==> config.mk <==
export PLATFORM = sky130hd
export DESIGN_NAME = cpu19_exec_ctrl
export DESIGN_NICKNAME = d
export VERILOG_FILES = /design/src/rtl/cpu19_pkg.sv /design/src/rtl/cpu19_regfile.sv /design/src/rtl/cpu19_exec_ctrl.sv
export SDC_FILE = /design/constraint.sdc
export NUM_CORES = 1
export LEC_CHECK = 0
export ABC_AREA = 0
export BUFFER_PORTS_ARGS = -buffer_cell sky130_fd_sc_hd__buf_4
export CAP_MARGIN = 20
export CORE_MARGIN = 2
export CORE_UTILIZATION = 55
export CTS_BUF_LIST = sky130_fd_sc_hd__clkbuf_16
export DETAILED_ROUTE_END_ITERATION = 12
export HOLD_SLACK_MARGIN = 0.06
export PLACE_DENSITY_LB_ADDON = 0.2
export SLEW_MARGIN = 20
export SYNTH_ARGS = -nofsm -noshare
export SYNTH_HDL_FRONTEND = slang
export SYNTH_SLANG_ARGS = --single-unit
==> constraint.sdc <==
create_clock -name clk -period 6.8 [get_ports clk]
set_input_delay 1.7 -clock clk [delete_from_list [all_inputs] [get_ports clk]]
set_output_delay 1.7 -clock clk [all_outputs]
set_load 0.005 [all_outputs]
==> src/rtl/cpu19_pkg.sv <==
// Shared constants and types for the 19-bit CPU execution controller:
// opcode encodings, instruction field positions and the controller state enum.
package cpu19_pkg;

    localparam int W = 19;

    localparam logic [4:0] OP_NOP = 5'b00000;
    localparam logic [4:0] OP_ADD = 5'b00001;
    localparam logic [4:0] OP_SUB = 5'b00010;
    localparam logic [4:0] OP_MUL = 5'b00011;
    localparam logic [4:0] OP_DIV = 5'b00100;
    localparam logic [4:0] OP_INC = 5'b00101;
    localparam logic [4:0] OP_DEC = 5'b00110;
    localparam logic [4:0] OP_AND = 5'b00111;
    localparam logic [4:0] OP_OR  = 5'b01000;
    localparam logic [4:0] OP_XOR = 5'b01001;
    localparam logic [4:0] OP_NOT = 5'b01010;
    localparam logic [4:0] OP_LDI = 5'b01011;

    localparam int OP_HI  = 18;
    localparam int OP_LO  = 14;
    localparam int RD_HI  = 13;
    localparam int RD_LO  = 11;
    localparam int RS1_HI = 10;
    localparam int RS1_LO = 8;
    localparam int RS2_HI = 7;
    localparam int RS2_LO = 5;
    localparam int IMM_HI = 10;
    localparam int IMM_LO = 0;
    localparam int IMM_W  = IMM_HI - IMM_LO + 1;

    typedef enum logic [1:0] {
        ST_IDLE   = 2'd0,
        ST_DECODE = 2'd1,
        ST_EXEC   = 2'd2,
        ST_WB     = 2'd3
    } state_t;

    // Opcodes that are routed through the external ALU.
    function automatic logic is_alu_op(input logic [4:0] op);
        return (op >= OP_ADD) && (op <= OP_NOT);
    endfunction

endpackage

==> src/rtl/cpu19_regfile.sv <==
// 8x19 register file: two combinational operand reads, one debug read,
// one synchronous write port, asynchronous active-low clear.
module cpu19_regfile
    import cpu19_pkg::*;
#(
    parameter int NREGS = 8,
    parameter int DW    = W
) (
    input  logic          clk,
    input  logic          rst_n,
    input  logic          we,
    input  logic [2:0]    waddr,
    input  logic [DW-1:0] wdata,
    input  logic [2:0]    raddr1,
    input  logic [2:0]    raddr2,
    input  logic [2:0]    dbg_addr,
    output logic [DW-1:0] rdata1,
    output logic [DW-1:0] rdata2,
    output logic [DW-1:0] dbg_data
);

    logic [DW-1:0] mem [NREGS];

    always_ff @(posedge clk or negedge rst_n) begin
        if (!rst_n) begin
            for (int i = 0; i < NREGS; i++) begin
                mem[i] <= '0;
            end
        end else if (we) begin
            mem[waddr] <= wdata;
        end
    end

    assign rdata1   = mem[raddr1];
    assign rdata2   = mem[raddr2];
    assign dbg_data = mem[dbg_addr];

endmodule

==> src/rtl/cpu19_exec_ctrl.sv <==
// Instruction issue / write-back controller for the 19-bit CPU; drives the
// external combinational ALU and retires one instruction at a time.
//
// state     | meaning
// ----------+------------------------------------------------------------
// ST_IDLE   | instr_ready high, waiting for instr_valid
// ST_DECODE | read rs1/rs2, load ALU operands or route to WB (skip/error)
// ST_EXEC   | capture ALU result and flags
// ST_WB     | done pulse, register write and flag update at exit edge
module cpu19_exec_ctrl #(
    parameter int NREGS = 8,
    parameter int W     = 19
) (
    input  logic         clk,
    input  logic         rst_n,
    input  logic [W-1:0] instr,
    input  logic         instr_valid,
    output logic         instr_ready,
    output logic [W-1:0] alu_a,
    output logic [W-1:0] alu_b,
    output logic [4:0]   alu_opcode,
    input  logic [W-1:0] alu_result,
    input  logic         alu_zero,
    input  logic         alu_negative,
    output logic         flag_z,
    output logic         flag_n,
    output logic         done,
    output logic         err,
    input  logic [2:0]   dbg_addr,
    output logic [W-1:0] dbg_data
);
    import cpu19_pkg::*;

    state_t         state;
    logic [W-1:0]   instr_q;
    logic [W-1:0]   res_q;
    logic           res_z_q;
    logic           res_n_q;
    logic           err_pend;
    logic           wb_alu;

    logic [4:0]     op_q;
    logic [2:0]     rd_q;
    logic [2:0]     rs1_q;
    logic [2:0]     rs2_q;
    logic [W-1:0]   imm_q;
    logic [W-1:0]   rdata1;
    logic [W-1:0]   rdata2;
    logic           wr_en;
    logic [W-1:0]   wr_data;

    assign op_q  = instr_q[OP_HI:OP_LO];
    assign rd_q  = instr_q[RD_HI:RD_LO];
    assign rs1_q = instr_q[RS1_HI:RS1_LO];
    assign rs2_q = instr_q[RS2_HI:RS2_LO];
    assign imm_q = {{(W-IMM_W){1'b0}}, instr_q[IMM_HI:IMM_LO]};

    assign instr_ready = (state == ST_IDLE);

    // Commit happens on the edge that leaves WB; errors and NOP never write.
    assign wr_en   = (state == ST_WB) && !err_pend && (wb_alu || (op_q == OP_LDI));
    assign wr_data = wb_alu ? res_q : imm_q;

    cpu19_regfile #(
        .NREGS (NREGS),
        .DW    (W)
    ) u_regfile (
        .clk      (clk),
        .rst_n    (rst_n),
        .we       (wr_en),
        .waddr    (rd_q),
        .wdata    (wr_data),
        .raddr1   (rs1_q),
        .raddr2   (rs2_q),
        .dbg_addr (dbg_addr),
        .rdata1   (rdata1),
        .rdata2   (rdata2),
        .dbg_data (dbg_data)
    );

    always_ff @(posedge clk or negedge rst_n) begin
        if (!rst_n) begin
            state      <= ST_IDLE;
            instr_q    <= '0;
            alu_a      <= '0;
            alu_b      <= '0;
            alu_opcode <= OP_NOP;
            res_q      <= '0;
            res_z_q    <= 1'b0;
            res_n_q    <= 1'b0;
            err_pend   <= 1'b0;
            wb_alu     <= 1'b0;
            flag_z     <= 1'b0;
            flag_n     <= 1'b0;
            done       <= 1'b0;
            err        <= 1'b0;
        end else begin
            done <= 1'b0;
            err  <= 1'b0;
            case (state)
                ST_IDLE: begin
                    if (instr_valid) begin
                        instr_q <= instr;
                        state   <= ST_DECODE;
                    end
                end
                ST_DECODE: begin
                    err_pend <= 1'b0;
                    wb_alu   <= 1'b0;
                    if (is_alu_op(op_q) && !((op_q == OP_DIV) && (rdata2 == '0))) begin
                        alu_a      <= rdata1;
                        alu_b      <= rdata2;
                        alu_opcode <= op_q;
                        wb_alu     <= 1'b1;
                        state      <= ST_EXEC;
                    end else begin
                        // Skip paths: divide-by-zero, illegal, NOP and LDI.
                        alu_opcode <= OP_NOP;
                        done       <= 1'b1;
                        state      <= ST_WB;
                        if (is_alu_op(op_q) || (op_q > OP_LDI)) begin
                            err_pend <= 1'b1;
                            err      <= 1'b1;
                        end
                    end
                end
                ST_EXEC: begin
                    res_q   <= alu_result;
                    res_z_q <= alu_zero;
                    res_n_q <= alu_negative;
                    done    <= 1'b1;
                    err     <= err_pend;
                    state   <= ST_WB;
                end
                ST_WB: begin
                    if (wb_alu && !err_pend) begin
                        flag_z <= res_z_q;
                        flag_n <= res_n_q;
                    end
                    state <= ST_IDLE;
                end
                default: begin
                    state <= ST_IDLE;
                end
            endcase
        end
    end

endmodule
==> run_results.csv, run 1 <==
group,metric,value,unit
route,drtIter0Drc,665,
layout,area_delta_synth_final,13.52,%
hold_path,hold_class,"reg2reg",
setup_path,crit_fanout,38,
layout,fill_cells,1751,
timing,drv_slew,0,
synth,synthTopCellsByArea,"dfrtp_1 48%, mux4_2 17%, mux2_2 8.1%",
synth,synth_top_flop_cell,"dfrtp_1",
timing,finalSetupViolCount,0,
timing,hold_viol_final,0,
synth,synthArstFlopShare,100.0,%
flow_run,maxCapViolCount,0,
clock_tree,postCtsSetupRepairBufs,0,
pwr,p_leak,6.496,nW
floorplan,die_h,156.5,µm
layout,drive_above_1_share,34.68,%
pwr,ir_drop,0.3025,mV
synth,yosysUniqueCellTypes,48,
synth,synth_warnings,0,
pwr,switching_power,2.292,mW
hold_path,hp-start,"alu_opcode[3]",
synth,synth_top_cell_by_area,"dfrtp_1",
setup_path,r2r-start,"instr_q[6]",
global_routing,met1_usage,42.45,%
setup_path,rr_worst_depth,9,
setup_path,cp.required,5.10,ns
pwr,power_frac_comb,40.7,%
clock_tree,cts.repair.resized,0,
setup_path,cp-end-kind,"output pin",
route,ant_nets,0,
clock_tree,cts_sinks,243,
route,wirelength,32.57,mm
synth,syn_inst,1022,
route,via_per_inst,6.284,
clock_tree,clkLatencyLatePin,0.53,ns
synth,netlist.area_leader.share,47.55,%
setup_path,worstSetupPathType,"in2out",
pwr,seq_power_share,38.7,%
pwr,intPower,3.907,mW
status,status,"finished clean",
synth,synth-edff-count,0,
synth,syn-cell-area,0.01279,mm²
layout,antenna_cells,0,
global_routing,antenna_found_initial,0,
synth,synth_seq_cells,243,
global_routing,grt_pass1_wl,51.86,mm
route,routedWlPerCell,23.25,µm
hold_path,hold_depth,1,
global_routing,gr-usage-met2,41.24,%
place,gp_routability_congestion,0.8405,
clock_tree,cts_buffer_depth,3,
global_routing,grt-busiest-layer,"met1",
clock_tree,cts_tree,"yes",
setup_path,cp-start-kind,"input port",
floorplan,ios,113,
global_routing,overflow,0,
synth,yosysMostFrequentCell,"dfrtp_1",
floorplan,fp.coreArea,0.02271,mm²
global_routing,track_usage,27.83,%
floorplan,die_x,156.5,µm
pwr,powerDensity,427.0,mW/mm²
route,num_vias,8804,
place,place.port_buffers,112,
synth,synth_seq_area_share,47.55,%
floorplan,row_count,55,
place,post-dp-hpwl,20.53,mm
clock_tree,clk_pin_slew,0.06,ns
clock_tree,cts_hold_buf,0,
setup_path,crit_arrival,3.38,ns
clock_tree,h-tree-depth,1,
global_routing,grt.met3_usage,6.369,%
global_routing,grt_pass1_vias,8757,
pwr,total_power,6.199,mW
timing,tightest_slew,0.9692,ns
clock_tree,numCtsBuffers,27,
pwr,swShare,36.98,%
timing,period_needed,5.081,ns
timing,fin_crit_sh,74.72,%
setup_path,reg2reg_slack,2.63,ns
pwr,clockPowerShare,20.5,%
global_routing,grt_max_degree,129,
clock_tree,clockRootBuffer,"clkbuf_16",
synth,synth_nets,1072,
route,firstDrtPassIters,5,
setup_path,r2r-end,"alu_a[16]",
synth,synth_commonest_cells,"243 x dfrtp_1, 171 x nand2_1, 157 x o21ai_0",
timing,maxSlewHeadroom,35.39,%
layout,nets,1151,
timing,skew,0.01163,ns
route,drcViolationCount,0,
floorplan,fp.dieArea,0.02449,mm²
timing,rsz0062_at_grt,"no",
hold_path,holdPathEnd,"alu_opcode[3]",
timing,timing.setup.tns,0,ns
synth,syn_avg_cell_area,12.51,µm²
floorplan,start_util,56.31,%
timing,fmax,196.8,MHz
## metal layers
layer  share of wire, %  wire length, µm
met5                  0                0
met4                1.5              493
met3                9.0             2936
met2                 45            14610
met1                 45            14530
## layout by cell type (no fill, tap or decap), types with 2 or more instances in the layout
cell type  count
mux4_1         4
nand3b_1       4
o22ai_1        3
nor2b_1       10
mux4_2        96
nor2_1        13
nand2b_1       4
buf_4        127
nor4_1         4
dfrtp_1      241
clkbuf_16     27
and2_1         2
nor3_1         7
mux2_4        28
a31oi_1        2
mux2i_1       43
a22o_1         8
a21oi_1        7
clkinv_1       5
o2bb2ai_1      7
a22oi_1        3
or3b_2         2
dfrtp_2        2
clkinv_2       3
a221oi_1       3
inv_1         13
o21ai_0      157
ha_1           4
a21o_1         2
mux2_2        92
nand2_1      171
## critical path, cell delays in order
cell    delay (ns)
buf_4         0.56
mux4_2        0.59
mux2_2        0.30
buf_4         0.14
## worst max-delay path by stage
stage | startpoint | endpoint | slack (ns) | depth (start not counted)
4_1_cts | dbg_addr[0] | dbg_data[12] | 1.71 | 4
3_5_place_dp | dbg_addr[0] | dbg_data[12] | 1.72 | 4
2_1_floorplan | dbg_addr[0] | dbg_data[12] | 1.53 | 4
6_report | dbg_addr[0] | dbg_data[12] | 1.72 | 4
3_3_place_gp | dbg_addr[0] | dbg_data[12] | 1.74 | 4
5_1_grt | dbg_addr[0] | dbg_data[9] | 1.63 | 4
## stage by stage
stage | area, µm² | setup WS [ns] | hold slack, ns | cells | utilization (%)
after global routing | 14520 | 1.626 | 0.5150 | 1401 | 63.92
after detailed placement | 13760 | 1.720 | 0.4792 | 1357 | 60.61
after floorplan | 12790 | 1.532 | 0.4735 | 1022 | -
after CTS | 14520 | 1.714 | 0.5006 | 1401 | 63.92
final | 14520 | 1.719 | 0.4957 | 1401 | 63.92
after global placement | 13760 | 1.744 | 0.4752 | 1357 | 60.61
## logic make-up (layout without fill, tap and decap cells)
group                      after synthesis  in the layout  synth area share [%]
AOI/OAI and AO/OA                      197            197                 8.513
adders and majority gates                4              4                0.3914
buffers and inverters                   85            179                 3.141
DFF                                    243            243                 47.55
muxes                                  263            263                 32.49
and+or+nand+nor                        230            230                 7.916
## sequential cells by signal (all words and copies together) (netlist names), 2 cells and up
| signal | count |
|---|---|
| u_regfile.mem | 152 |
| alu_a | 19 |
| alu_b | 19 |
| instr_q | 19 |
| res_q | 19 |
| alu_opcode | 5 |
| state | 2 |
## final cells by class
class | instances | area, µm² | area share (%)
Multi-Input combinational cell | 694 | 6312 | 43.48
Sequential cell | 243 | 6083 | 41.91
Timing Repair Buffer | 129 | 988.4 | 6.809
Clock buffer | 27 | 675.6 | 4.654
Tap cell | 285 | 356.6 | 2.456
Clock inverter | 17 | 77.57 | 0.5344
Inverter | 6 | 22.52 | 0.1551
## power groups by stage
| stage | Clock, mW | Sequential [mW] | Combinational (mW) |
|---|---|---|---|
| global placement | 0 | 2.39 | 2.47 |
| CTS | 1.29 | 2.39 | 2.54 |
| floorplan | 0 | 2.22 | 1.85 |
| finish | 1.27 | 2.40 | 2.53 |
| global route | 1.36 | 2.46 | 2.76 |
| detailed placement | 0 | 2.41 | 2.52 |
Power figures use the tool's default switching activity.
==> inputs of run 2 (changes only) <==
==> constraint.sdc (replaced) <==
create_clock -name clk -period 5.3 [get_ports clk]
set_input_delay 1.325 -clock clk [delete_from_list [all_inputs] [get_ports clk]]
set_output_delay 1.325 -clock clk [all_outputs]
set_load 0.005 [all_outputs]
==> run 2 against run 1 <==
Compared with the run above: wire length grew 2.7%; die area is the same; critical path depth is the same; final area grew 1.1%; core utilization grew 0.68 points; hold slack is essentially flat.
==> run_results.csv, run 2 (synthesis results as in run 1) <==
group,metric,value,unit
floorplan,die_h,156.5,µm
flow_run,maxCapViolCount,0,
layout,drive_above_1_share,35.29,%
status,status,"finished clean",
clock_tree,cts_tree,"yes",
global_routing,track_usage,28.33,%
timing,holdWs,0.4955,ns
route,wirelength,33.44,mm
layout,layout_commonest_cell,"dfrtp_1",
global_routing,grt_max_degree,128,
route,ant_nets,0,
hold_path,hold_depth,1,
hold_path,hold_class,"reg2reg",
layout,seqCellArea,0.006083,mm²
setup_path,crit_arrival,3.00,ns
clock_tree,cts.repair.resized,0,
timing,fmax,231.0,MHz
timing,skew,0.01098,ns
pwr,p_leak,6.569,nW
layout,area_delta_synth_final,14.73,%
setup_path,cp-start-kind,"input port",
clock_tree,cts_buffer_depth,3,
clock_tree,postCtsSetupRepairBufs,0,
timing,drv_slew,0,
setup_path,cp-end-kind,"output pin",
global_routing,grt-busiest-layer,"met1",
setup_path,critical_path.most_common_cell,"buf_4",
route,firstDrtPassIters,5,
setup_path,startpoint,"dbg_addr[0]",
layout,top_register,"u_regfile.mem",
floorplan,fp.coreArea,0.02271,mm²
global_routing,overflow,0,
clock_tree,clk_pin_slew,0.06,ns
layout,fill_cells,1733,
clock_tree,cts_sinks,243,
route,drcViolationCount,0,
timing,maxSlewHeadroom,30.42,%
setup_path,cp_top_family,"multiplexers",
setup_path,crit_fanout,38,
timing,hold_viol_final,0,
timing,period_needed,4.330,ns
floorplan,fp.dieArea,0.02449,mm²
global_routing,grt.met3_usage,5.760,%
setup_path,critPathCapture,"dbg_data[7]",
setup_path,worstSetupPathType,"in2out",
setup_path,crit_cells,4,
clock_tree,cts_hold_buf,0,
global_routing,gr-usage-met2,42.31,%
setup_path,r2r-start,"instr_q[6]",
place,post-dp-hpwl,21.25,mm
route,routedWlPerCell,23.72,µm
route,num_vias,9037,
setup_path,crit_buf_inv,2,
setup_path,cp_cell_sequence,"buf_4 -> mux4_2 -> mux2_2 -> buf_4",
setup_path,r2r-end,"alu_b[9]",
timing,timing.setup.tns,0,ns
setup_path,cpPeakStageDelay,0.62,ns
global_routing,antenna_found_initial,0,
floorplan,ios,113,
layout,nets,1156,
pwr,powerDensity,560.4,mW/mm²
floorplan,start_util,56.31,%
clock_tree,numCtsBuffers,27,
clock_tree,clockRootBuffer,"clkbuf_16",
clock_tree,clkLatencyLatePin,0.54,ns
setup_path,cp.required,3.97,ns
layout,largest_reg_flops,152,
pwr,ir_drop,0.4677,mV
route,drtIter0Drc,757,
layout,antenna_cells,0,
setup_path,reg2reg_slack,1.12,ns
place,gp_routability_congestion,0.8603,
global_routing,grt_pass1_vias,8966,
timing,finalSetupViolCount,0,
global_routing,met1_usage,42.45,%
floorplan,row_count,55,
route,via_per_inst,6.409,
setup_path,rr_worst_depth,9,
layout,final_cell_mix,"241 x dfrtp_1, 171 x nand2_1, 157 x o21ai_0, 133 x buf_4, 96 x mux4_2",
place,place.port_buffers,112,
setup_path,critPathSlowestCell,"buf_4",
floorplan,die_x,156.5,µm
global_routing,grt_pass1_wl,52.79,mm
clock_tree,h-tree-depth,1,
timing,fin_crit_sh,81.70,%
layout,multiInputGateArea,0.006312,mm²
timing,rsz0062_at_grt,"no",
timing,tightest_slew,1.044,ns
==> run 2: changes by cell type in the layout (fill, tap and decap cells not counted), sizes merged <==
cell / before / now
clkinvlp: 0 / 2
clkinv: 9 / 6
bufinv: 0 / 4
buf: 129 / 134
inv: 14 / 15
==> run 2: area by class of cell <==
cell class                      count  area share (%)
Sequential cell                   243           41.47
Multi-Input combinational cell    694           43.03
Tap cell                          285           2.431
Inverter                            6          0.1535
Clock inverter                     21           1.407
Timing Repair Buffer              134           6.908
Clock buffer                       27           4.606
==> run 2: power by group <==
group | leakage (nW) | internal [mW] | switching [mW] | total (mW)
clock | 0.452 | 1.12 | 0.757 | 1.88
sequential | 3.25 | 2.46 | 0.734 | 3.19
combinational | 2.87 | 1.65 | 1.50 | 3.16
total | 6.57 | 5.23 | 2.99 | 8.22
==> run 2: through the flow <==
| stage | util (%) | instances | worst slack (ns) | area [µm²] | power (mW) |
|---|---|---|---|---|---|
| 6_report | 64.60 | 1410 | 0.9701 | 14670 | 8.222 |
| 5_1_grt | 64.60 | 1410 | 0.8665 | 14670 | 8.677 |
| 4_1_cts | 64.60 | 1410 | 0.9530 | 14670 | 8.238 |
| 3_5_place_dp | 60.72 | 1362 | 0.9483 | 13790 | 6.343 |
| 3_3_place_gp | 60.72 | 1362 | 0.9887 | 13790 | 6.258 |
| 2_1_floorplan | - | 1022 | 0.7817 | 12790 | 5.230 |
==> run 2: worst min-delay path by stage <==
stage	slack (ns)	start	to
2_1_floorplan	0.47	alu_b[8]	alu_b[8]
3_3_place_gp	0.47	alu_b[7]	alu_b[7]
3_5_place_dp	0.48	alu_opcode[0]	alu_opcode[0]
4_1_cts	0.50	alu_opcode[0]	alu_opcode[0]
5_1_grt	0.51	alu_opcode[3]	alu_opcode[3]
6_report	0.50	alu_opcode[0]	alu_opcode[0]
==> run 2: routing by layer <==
layer | up-vias | part of all wire (%)
met5 | - | 0
met4 | 0 | 2.4
met3 | 68 | 9.1
met2 | 448 | 45
met1 | 4563 | 43
li1 | 3958 | -
==> inputs of run 3 (changes only) <==
--- a/config.mk
+++ b/config.mk
@@ -9,7 +9,7 @@
 export BUFFER_PORTS_ARGS = -buffer_cell sky130_fd_sc_hd__buf_4
 export CAP_MARGIN = 20
 export CORE_MARGIN = 2
-export CORE_UTILIZATION = 55
+export CORE_UTILIZATION = 54
 export CTS_BUF_LIST = sky130_fd_sc_hd__clkbuf_16
 export DETAILED_ROUTE_END_ITERATION = 12
 export HOLD_SLACK_MARGIN = 0.06
==> constraint.sdc (replaced) <==
create_clock -name clk -period 3.7 [get_ports clk]
set_input_delay 0.925 -clock clk [delete_from_list [all_inputs] [get_ports clk]]
set_output_delay 0.925 -clock clk [all_outputs]
set_load 0.005 [all_outputs]
==> run 3 against run 2 <==
Compared with the run above: core utilization fell by 1.2 points; final area increased by 0.91%; largest power group is now combinational logic; critical path depth is 5 higher; count of clock-buffer cells in the layout is the same; flip-flop and latch count unchanged.
==> run_results.csv, run 3 (synthesis results as in run 1) <==
group,metric,value,unit
timing,timing.setup.tns,0,ns
place,gp_routability_congestion,0.8922,
floorplan,row_count,56,
clock_tree,h-tree-depth,1,
layout,largest_reg_flops,152,
global_routing,grt_max_degree,97,
layout,area_delta_synth_final,15.77,%
pwr,seq_power_share,38.2,%
timing,rsz0062_at_grt,"no",
clock_tree,cts_buffer_depth,3,
timing,period_needed,3.321,ns
pwr,ir_drop,0.4861,mV
global_routing,met1_usage,41.79,%
floorplan,die_x,157.9,µm
pwr,clockPowerShare,21.0,%
setup_path,critPathSlowestCell,"a221oi_1",
place,post-dp-hpwl,21.79,mm
route,ant_nets,0,
layout,seqCellArea,0.006083,mm²
pwr,powerDensity,786.7,mW/mm²
global_routing,grt_pass1_vias,8882,
global_routing,gr-usage-met2,41.84,%
timing,fmax,301.1,MHz
floorplan,fp.dieArea,0.02493,mm²
clock_tree,clockRootBuffer,"clkbuf_16",
setup_path,cp-start-kind,"flip-flop",
clock_tree,numCtsBuffers,27,
global_routing,overflow,0,
layout,antenna_cells,0,
layout,multiInputGateArea,0.006307,mm²
flow_run,maxCapViolCount,0,
place,place.port_buffers,112,
floorplan,ios,113,
clock_tree,postCtsSetupRepairBufs,0,
pwr,intPower,7.380,mW
setup_path,cp-end-kind,"flip-flop",
timing,drv_slew,0,
global_routing,track_usage,27.90,%
hold_path,hold_class,"in2async",
global_routing,grt.met3_usage,6.433,%
route,drcViolationCount,0,
setup_path,crit_fanout,20,
pwr,total_power,11.65,mW
timing,fin_crit_sh,89.76,%
route,num_vias,8973,
route,via_per_inst,6.146,
timing,tightest_slew,0.9407,ns
setup_path,cpPeakStageDelay,0.57,ns
layout,final_cell_mix,"241 x dfrtp_1, 171 x nand2_1, 157 x o21ai_0, 142 x buf_4, 96 x mux4_2",
route,routedWlPerCell,22.93,µm
setup_path,cp_top_family,"simple AND/OR/NAND/NOR gates",
setup_path,cp_cell_sequence,"buf_4 -> nor2b_1 -> buf_4 -> a221oi_1 -> nor4_1 -> nand4b_2 -> nor2b_4 -> buf_12 -> mux2_2",
global_routing,grt-busiest-layer,"met2",
timing,maxSlewHeadroom,35.49,%
layout,nets,1171,
route,wirelength,33.48,mm
pwr,switching_power,4.267,mW
timing,finalSetupViolCount,0,
setup_path,crit_arrival,3.73,ns
layout,layout_commonest_cell,"dfrtp_1",
clock_tree,cts_hold_buf,0,
clock_tree,cts_tree,"yes",
setup_path,crit_buf_inv,3,
global_routing,grt_pass1_wl,52.53,mm
place,post-place-ws,0.4088,ns
setup_path,critical_path.most_common_cell,"buf_4",
pwr,swShare,36.64,%
floorplan,start_util,54.80,%
layout,fill_cells,1835,
clock_tree,clk_pin_slew,0.06,ns
pwr,power_frac_comb,40.9,%
layout,drive_above_1_share,35.67,%
route,firstDrtPassIters,5,
floorplan,die_h,157.9,µm
route,drtIter0Drc,928,
timing,hold_viol_final,0,
global_routing,antenna_found_initial,0,
status,status,"finished clean",
timing,worst_slack,0.3789,ns
floorplan,fp.coreArea,0.02333,mm²
clock_tree,cts_sinks,243,
pwr,p_leak,6.630,nW
timing,skew,0.009210,ns
layout,top_register,"u_regfile.mem",
setup_path,worstSetupPathType,"reg2reg",
clock_tree,cts.repair.resized,0,
setup_path,cp.required,4.11,ns
setup_path,reg2reg_slack,0.38,ns
clock_tree,clkLatencyLatePin,0.53,ns
[run 3: cell type report]
cell class / instances / share of cell area (%)
clock buffer: 27 / 4.564
inverter: 6 / 0.1521
sequential: 243 / 41.09
multi-input combinational: 694 / 42.60
tap: 319 / 2.696
clock inverter: 22 / 0.7775
timing repair buffer: 149 / 8.114
[run 3: metrics by stage]
stage                     instances  hold WS (ns)  cell area (µm²)  utilization, %
final                          1460        0.4444            14800           63.45
after global routing           1460        0.4900            14800           63.45
after CTS                      1460        0.4677            14800           63.45
after detailed placement       1411        0.4823            14010           60.06
after global placement         1411        0.4635            14010           60.06
after floorplan                1022        0.4735            12790               -
[run 3: worst reg2reg max path, cell delays in order, from the launching register on]
cell	delay, ns
dfrtp_1	0.48
buf_4	0.37
nor2b_1	0.14
buf_4	0.16
a221oi_1	0.57
nor4_1	0.18
nand4b_2	0.15
nor2b_4	0.51
buf_12	0.27
mux2_2	0.37
[run 3: worst paths after layout]
path,start,to,cells after the start
hold / removal,rst_n,alu_a[13],1
max in group asynchronous,rst_n,u_regfile.mem[77],2
min in group clk,alu_opcode[3],alu_opcode[3],1
hold reg to reg,alu_opcode[3],alu_opcode[3],1
setup / recovery,instr_q[5],alu_a[17],9
setup reg to reg,instr_q[5],alu_a[17],9
[run 3: power by group through the flow]
stage	clock network, mW	registers [mW]	logic [mW]
3_5_place_dp	0	4.47	4.73
6_report	2.44	4.45	4.76
5_1_grt	2.60	4.58	5.16
4_1_cts	2.48	4.43	4.76
3_3_place_gp	0	4.44	4.67
2_1_floorplan	0	4.08	3.41
[run 3: routing by layer]
layer  part of all wire, %  routed length [µm]
met1                    44               14720
met5                     0                   0
met2                    45               15180
met3                   9.1                3033
met4                   1.7                 555
